==> config.mk <==
export PLATFORM = sky130hd
export DESIGN_NAME = gesture_scheduler
export DESIGN_NICKNAME = d
export VERILOG_FILES = /design/src/rtl/gesture_pkg.sv /design/src/rtl/gesture_rr_arbiter.sv /design/src/rtl/gesture_scheduler.sv
export SDC_FILE = /design/constraint.sdc
export NUM_CORES = 1
export LEC_CHECK = 0
export ABC_AREA = 1
export CAP_MARGIN = 20
export CORE_MARGIN = 10
export CORE_UTILIZATION = 57
export DETAILED_ROUTE_END_ITERATION = 16
export DONT_BUFFER_PORTS = 1
export HOLD_SLACK_MARGIN = 0.12
export PLACE_DENSITY = 0.75
export SLEW_MARGIN = 20
export SYNTH_ARGS = -nofsm -noshare
export SYNTH_HDL_FRONTEND = slang
export SYNTH_SLANG_ARGS = --single-unit
export TNS_END_PERCENT = 10
==> constraint.sdc <==
create_clock -name clk -period 1.78 [get_ports clk]
set_clock_uncertainty 0.05 [all_clocks]
set_input_delay 0.267 -clock clk [delete_from_list [all_inputs] [get_ports clk]]
set_output_delay 0.267 -clock clk [all_outputs]
set_load 0.05 [all_outputs]
==> src/rtl/gesture_pkg.sv <==
// rtl/gesture_pkg.sv - shared types and constants for the gesture scheduler
package gesture_pkg;

    localparam int DEFAULT_GESTURE_W = 8;

    typedef enum logic {
        IDLE = 1'b0,
        HOLD = 1'b1
    } state_t;

    // Rest pose; also the gesture presented after reset.
    localparam logic [DEFAULT_GESTURE_W-1:0] GESTURE_REST = '0;

endpackage

==> src/rtl/gesture_rr_arbiter.sv <==
// rtl/gesture_rr_arbiter.sv - combinational request arbiter (round-robin when GESTURE_SCHED_RR_EN, else fixed priority)
module gesture_rr_arbiter #(
    parameter int NUM_REQ = 3,
    parameter int IDX_W   = $clog2(NUM_REQ)
) (
    input  logic [NUM_REQ-1:0] req,
`ifdef GESTURE_SCHED_RR_EN
    input  logic [IDX_W-1:0]   pointer,
`endif
    output logic [NUM_REQ-1:0] winner,
    output logic [IDX_W-1:0]   idx
);
    import gesture_pkg::*;

    localparam logic [IDX_W-1:0] LAST = IDX_W'(NUM_REQ - 1);

    logic [IDX_W-1:0] start;
    logic [IDX_W-1:0] cand;
    logic             found;

`ifdef GESTURE_SCHED_RR_EN
    // Search begins just after the last winner, wrapping at NUM_REQ.
    assign start = (pointer == LAST) ? '0 : pointer + IDX_W'(1);
`else
    // Fixed priority: search always begins at source 0.
    assign start = '0;
`endif

    // Walk the sources from start, wrapping, and take the first one asserted.
    always_comb begin
        winner = '0;
        idx    = '0;
        found  = 1'b0;
        cand   = start;
        for (int k = 0; k < NUM_REQ; k++) begin
            if (!found && req[cand]) begin
                found       = 1'b1;
                winner[cand] = 1'b1;
                idx         = cand;
            end
            cand = (cand == LAST) ? '0 : cand + IDX_W'(1);
        end
    end

endmodule

==> src/rtl/gesture_scheduler.sv <==
// rtl/gesture_scheduler.sv - one-at-a-time gesture forwarding with settle hold; GESTURE_SCHED_RR_EN selects round-robin
module gesture_scheduler
    import gesture_pkg::*;
#(
    parameter int NUM_REQ     = 3,
    parameter int GESTURE_W   = DEFAULT_GESTURE_W,
    parameter int HOLD_CYCLES = 50_000_000
) (
    input  logic                         clk,
    input  logic                         rst,
    input  logic [NUM_REQ-1:0]           req,
    input  logic [NUM_REQ*GESTURE_W-1:0] req_gesture,
    output logic [NUM_REQ-1:0]           grant,
    output logic [GESTURE_W-1:0]         gesture,
    output logic                         gesture_update,
    output logic                         busy,
    output logic [$clog2(NUM_REQ)-1:0]   active_src
);
    localparam int IDX_W = $clog2(NUM_REQ);
    localparam int CNT_W = $clog2(HOLD_CYCLES + 1);

    state_t               state, state_next;
    logic [CNT_W-1:0]     cnt, cnt_next;
    logic [GESTURE_W-1:0] gesture_next;
    logic [NUM_REQ-1:0]   grant_next;
    logic                 update_next;
    logic [IDX_W-1:0]     src_next;
    logic [NUM_REQ-1:0]   winner;
    logic [IDX_W-1:0]     win_idx;
    logic [GESTURE_W-1:0] sel_code;

`ifdef GESTURE_SCHED_RR_EN
    logic [IDX_W-1:0]     ptr, ptr_next;

    gesture_rr_arbiter #(
        .NUM_REQ (NUM_REQ),
        .IDX_W   (IDX_W)
    ) u_arb (
        .req     (req),
        .pointer (ptr),
        .winner  (winner),
        .idx     (win_idx)
    );
`else
    gesture_rr_arbiter #(
        .NUM_REQ (NUM_REQ),
        .IDX_W   (IDX_W)
    ) u_arb (
        .req     (req),
        .winner  (winner),
        .idx     (win_idx)
    );
`endif

    // Pick the winning source's gesture code out of the flattened bus.
    always_comb begin
        sel_code = '0;
        for (int i = 0; i < NUM_REQ; i++) begin
            if (winner[i]) begin
                sel_code = req_gesture[i*GESTURE_W +: GESTURE_W];
            end
        end
    end

    // Next-state logic: accept a request in IDLE, count down the settle time in HOLD.
    always_comb begin
        state_next   = state;
        cnt_next     = cnt;
        gesture_next = gesture;
        grant_next   = '0;
        update_next  = 1'b0;
        src_next     = active_src;
`ifdef GESTURE_SCHED_RR_EN
        ptr_next     = ptr;
`endif
        case (state)
            IDLE: begin
                if (|req) begin
                    grant_next = winner;
                    src_next   = win_idx;
`ifdef GESTURE_SCHED_RR_EN
                    ptr_next   = win_idx;
`endif
                    // A repeat of the current pose is acknowledged but not re-applied.
                    if (sel_code != gesture) begin
                        gesture_next = sel_code;
                        update_next  = 1'b1;
                        cnt_next     = CNT_W'(HOLD_CYCLES - 1);
                        state_next   = HOLD;
                    end
                end
            end
            HOLD: begin
                if (cnt == '0) begin
                    state_next = IDLE;
                end else begin
                    cnt_next = cnt - CNT_W'(1);
                end
            end
            default: state_next = IDLE;
        endcase
    end

    // State and registered outputs.
    always_ff @(posedge clk or posedge rst) begin
        if (rst) begin
            state          <= IDLE;
            cnt            <= '0;
            gesture        <= GESTURE_W'(GESTURE_REST);
            grant          <= '0;
            gesture_update <= 1'b0;
            active_src     <= '0;
`ifdef GESTURE_SCHED_RR_EN
            ptr            <= IDX_W'(NUM_REQ - 1);
`endif
        end else begin
            state          <= state_next;
            cnt            <= cnt_next;
            gesture        <= gesture_next;
            grant          <= grant_next;
            gesture_update <= update_next;
            active_src     <= src_next;
`ifdef GESTURE_SCHED_RR_EN
            ptr            <= ptr_next;
`endif
        end
    end

    assign busy = (state == HOLD);

endmodule

==> Word level (Yosys, flattened, before mapping) <==
Cells that the tools add are included.
{ "word_totals": {"regBits": 41, "inputBits": 29, "out_inout_bits": 15, "wordCells": 42} }
{ "op_classes": {"n_addsub": 1, "n_eq_ne": 4, "n_mux": 21, "bitwise": 1, "n_reduce_logical": 9} }
{ "op_table": {"columns": ["cell", "count"], "rows": [
  ["2-to-1 mux 26 bit", 3],
  ["case mux 26 bit (2 select lines)", 1],
  ["logical NOT 26 bit", 1],
  ["subtractor 26 x 1 -> 26 bit, second input constant", 1],
  ["2-to-1 mux 8 bit", 3],
  ["2-to-1 mux 3 bit", 3],
  ["2-to-1 mux 1 bit", 8],
  ["!= test 8 bit", 1],
  ["!= test 2 bit, second input constant", 3],
  ["AND reduction 3 bit", 2],
  ["2-to-1 mux 2 bit", 2],
  ["OR reduction 3 bit", 1],
  ["logical AND 1 bit", 2],
  ["logical NOT 1 bit", 2],
  ["case mux 1 bit (2 select lines)", 1],
  ["AND reduction 2 bit", 1],
  ["inverter 1 bit", 1]
]} }

==> Logic depth before layout (Yosys ltp) <==
{ "logic_depth": {"depth_word": 14, "mapped_depth": 17, "ltp_nobuf": 15} }

==> Hierarchy <==
A second synthesis with hierarchy kept.
{ "hier_totals": {"cells_unflattened": 393, "area_unflattened_um2": 2615.0} }
{ "by_module_without_submodules": {"columns": ["module", "instances", "cells_per_inst", "area_each_um2", "seq_area_each_um2"], "rows": [
  ["gesture_scheduler", 1, 385, 2575.0, 1026.0],
  ["gesture_rr_arbiter", 1, 8, 40.0, 0.0]
]} }

==> Worst setup path before layout <==
Ideal clock, no wire load.
{ "synth_path": {"kind": "reg-to-reg", "startpoint": "reg cnt[0]", "endpoint": "reg cnt[5]", "setup_ps": 117, "t_arrival_ps": 1737, "t_required_ps": 1613, "setup_slack_ps": -124, "path_stages_with_launch": 11, "path_buffers": 1, "synth_period_minus_slack_ps": 1904, "cell_sequence": "dfrtp_1 > inv_1 > ha_1 > nand2_1 > nor2_1 > nand4_1 > o21ai_2 > nand2_4 > buf_6 > nand2_1 > nand2_1"} }
{ "synth_between": {"elab_chain_len": 3, "elab_cells_between_ends": 6, "classes_between": "1 x add/sub; 1 x eq/ne; 2 x mux; 2 x reduce/logical"} }
{ "synth_lines": {"columns": ["item", "line", "source"], "rows": [
  ["start: declaration", "gesture_scheduler.sv:23", "logic [CNT_W-1:0] cnt, cnt_next;"],
  ["start signal: assignment", "gesture_scheduler.sv:118", "cnt <= cnt_next;"],
  ["subtractor 26 x 1 -> 26 bit / logical NOT 26 bit (equally long branches)", "gesture_scheduler.sv:97, gesture_scheduler.sv:94", null],
  ["2-to-1 mux 26 bit / != test 2 bit (equally long branches)", null, null],
  ["case mux 26 bit (2 select lines) / AND reduction 3 bit (equally long branches)", null, null]
]} }
Parallel ways exist; a longest one is shown, timed or not. The select of a mux whose other input is x is not followed.
A chain may end at the register's enable or synchronous reset.

==> Worst setup path after layout <==
{ "layout_path": {"startpoint": "reg cnt[12]", "endpoint": "reg cnt[23]"} }
The elaborated chain is that of the path after synthesis.

==> run metrics <==
Hold Slack 0.1602 ns; IO Pins 44; post-synth cell types 26; Initial Util 60.33%; CP Launch Type flop; Finished Layout Cells 517; maximum VDD drop 0.0007306 V; kind of end point of the critical path flop; final hold vios 0; clock latency on the worst-skew pair 0.31 ns; crit-path max FO 5; Top Family by Delay on Critical Path simple AND/OR/NAND/NOR gates; Die H 88.59 µm; die area 7847 µm²; WL/cell 15.63 µm; first-pass GRT wire length 12.41 mm; PD cells 1229 nW/µm²; WP data required 1.94 ns; CP Buf/Inv Count 3; max cap viols 0; ratio of cells with drive above 1 in the final layout 21.94%; clock slew seen by the registers of the worst setup and hold paths 0.09 ns; post-synth top area share 38.26%; slowest cell on the critical path dfrtp_1; critical path class flop to flop; Num CTS Buffers 5; part of the cycle the worst path needs 103.0%; initial antenna violation count 0; area leader, netlist dfrtp_1; root buffer cell clkbuf_8; Worst R2R Start cnt[12]; crit path DAT 1.99 ns; area of the core 4444 µm²; Critical Path Start cnt[12]; final wirelength 8.081 mm; largest cells by area after synthesis dfrtp_1, nand2_1, nand3_1; most common cell after layout, fill and taps aside nand2_1; Final setup viols 4; Fill cells 309; H-Tree Depth 2; die width 88.59 µm; Leak Pwr 1.812 nW; # diodes 0; final worst setup slack -0.05325 ns; synthesized area per cell 6.556 µm²; layout overhead on the synthesized area 29.63%; Worst path max stage delay 0.40 ns; syn_nets 439; status complete, but fails checks; commonest cells after routing, fill and taps aside nand2_1, nand3_1, buf_4; vias per cell 5.822; max_slew headroom 45.73%; post-layout min period 1.833 ns; Cell Rows 24; dpl cells 494; startpoint of the worst hold path req[0]; failing checks setup timing; footprint of the multi-input gates 1520 µm²; Worst Tran Pin Value 0.8090 ns; HP Class primary input to flop; Synth Warn # 0; Total GRT Usage 19.72%; HPWL after detailed placement 5.061 mm; RSZ-0062 raised after global routing true; vias in the first global route 2,695; Starting DRT DRC Count 311; drt first pass iters 5; CP Cell Sequence buf_4, nor2_1, inv_1, nor2_1, nand3_1, inv_1, nand3_1, a21oi_1, o21ai_0, nand2_1, nand2_1; Nets 494; routability cong. 0.9407; max-slew violation count 0; # DRC 0; post-synthesis cell count 409; IO buf count 0; Remaining Overflow, GRT 0; register area share after synthesis 38.26%; CTS tree yes; synthesized flop and latch total 41; Fmax 545.5 MHz; Detail Route Antenna Nets 0; largest net degree at the start of global routing 23; register area 1026 µm²; clock sink count 41; clk buf depth 2; via count 3,010; Mapped Area 2681 µm²; Tot Pwr 4.271 mW
==> where the power goes <==
| part | internal, mW | total (mW) | leakage (nW) | switching [mW] |
|---|---|---|---|---|
| combinational | 0.780 | 1.87 | 1.24 | 1.09 |
| sequential | 1.18 | 1.48 | 0.505 | 0.297 |
| clock | 0.565 | 0.923 | 0.0687 | 0.358 |
| total | 2.52 | 4.27 | 1.81 | 1.75 |
==> kinds of logic after synthesis <==
kind of cell	Yosys count	share of synthesized area, %
compound gates	36	7.187
xor+xnor	3	0.9801
fa+ha+maj	1	0.4666
buf+inv	61	10.27
flops	41	38.26
simple gates	267	42.84
==> final timing paths <==
check / end / slack, ns / cells after the start
worst max register to register: cnt[23] / -0.05 / 11
max in group asynchronous: cnt[2] / 0.73 / 3
worst max-delay path: cnt[23] / -0.05 / 11
worst min register to register: gesture[0] / 0.49 / 2
worst min-delay path: grant[0] / 0.16 / 2
min in group asynchronous: gesture[6] / 0.42 / 2
==> Yosys cell counts, drive strengths merged <==
cell / n
xor2: 3
a21oi: 10
nor2: 40
dfrtp: 41
nand3: 68
or2: 5
nor4: 2
o21a: 1
clkbuf: 3
o311ai: 1
ha: 1
o21bai: 1
nand2: 144
nand3b: 2
nor3: 3
buf: 11
nand4: 3
o21ai: 23
inv: 47
==> metal layers <==
| metal | track usage [%] | wire [µm] |
|---|---|---|
| met5 | 0 | 0 |
| met4 | 7.783 | 242 |
| met3 | 5.147 | 752 |
| met2 | 33.69 | 3960 |
| met1 | 23.10 | 3126 |
==> area by class of cell <==
class / count / share of cell area (%)
tap: 52 / 1.872
timing repair buffer: 61 / 15.84
multi-input combinational: 308 / 43.74
clock inverter: 3 / 1.980
inverter: 47 / 5.076
sequential: 41 / 29.52
clock buffer: 5 / 1.980
==> state kept, by name (all words and copies together), names as in the netlist <==
name	cells
grant	3
cnt	26
busy	1
active_src	2
gesture_update	1
gesture	8
==> per-stage QoR <==
stage	area, µm²	setup TNS [ns]	setup slack, ns	utilization (%)
global route	3476	-2.970	-0.1663	78.21
global placement	3023	-0.06706	-0.01961	68.02
detailed placement	3023	-1.112	-0.06596	68.02
CTS	3284	0	0.009945	73.90
floorplan	2695	-0.4407	-0.02605	-
finish	3476	-0.1064	-0.05325	78.21
==> timing repair <==
| action | 4_1_cts | 5_1_grt |
|---|---|---|
| pin swaps | 3 | 15 |
| hold buffers | 3 | 0 |
| hold endpoints to repair | 21 | 0 |
| gates resized for setup | 11 | 28 |
| gates cloned | 1 | 2 |
| setup buffers | 3 | 6 |
| endpoints found under the setup margin | 26 | 27 |
Power figures use the tool's default switching activity.
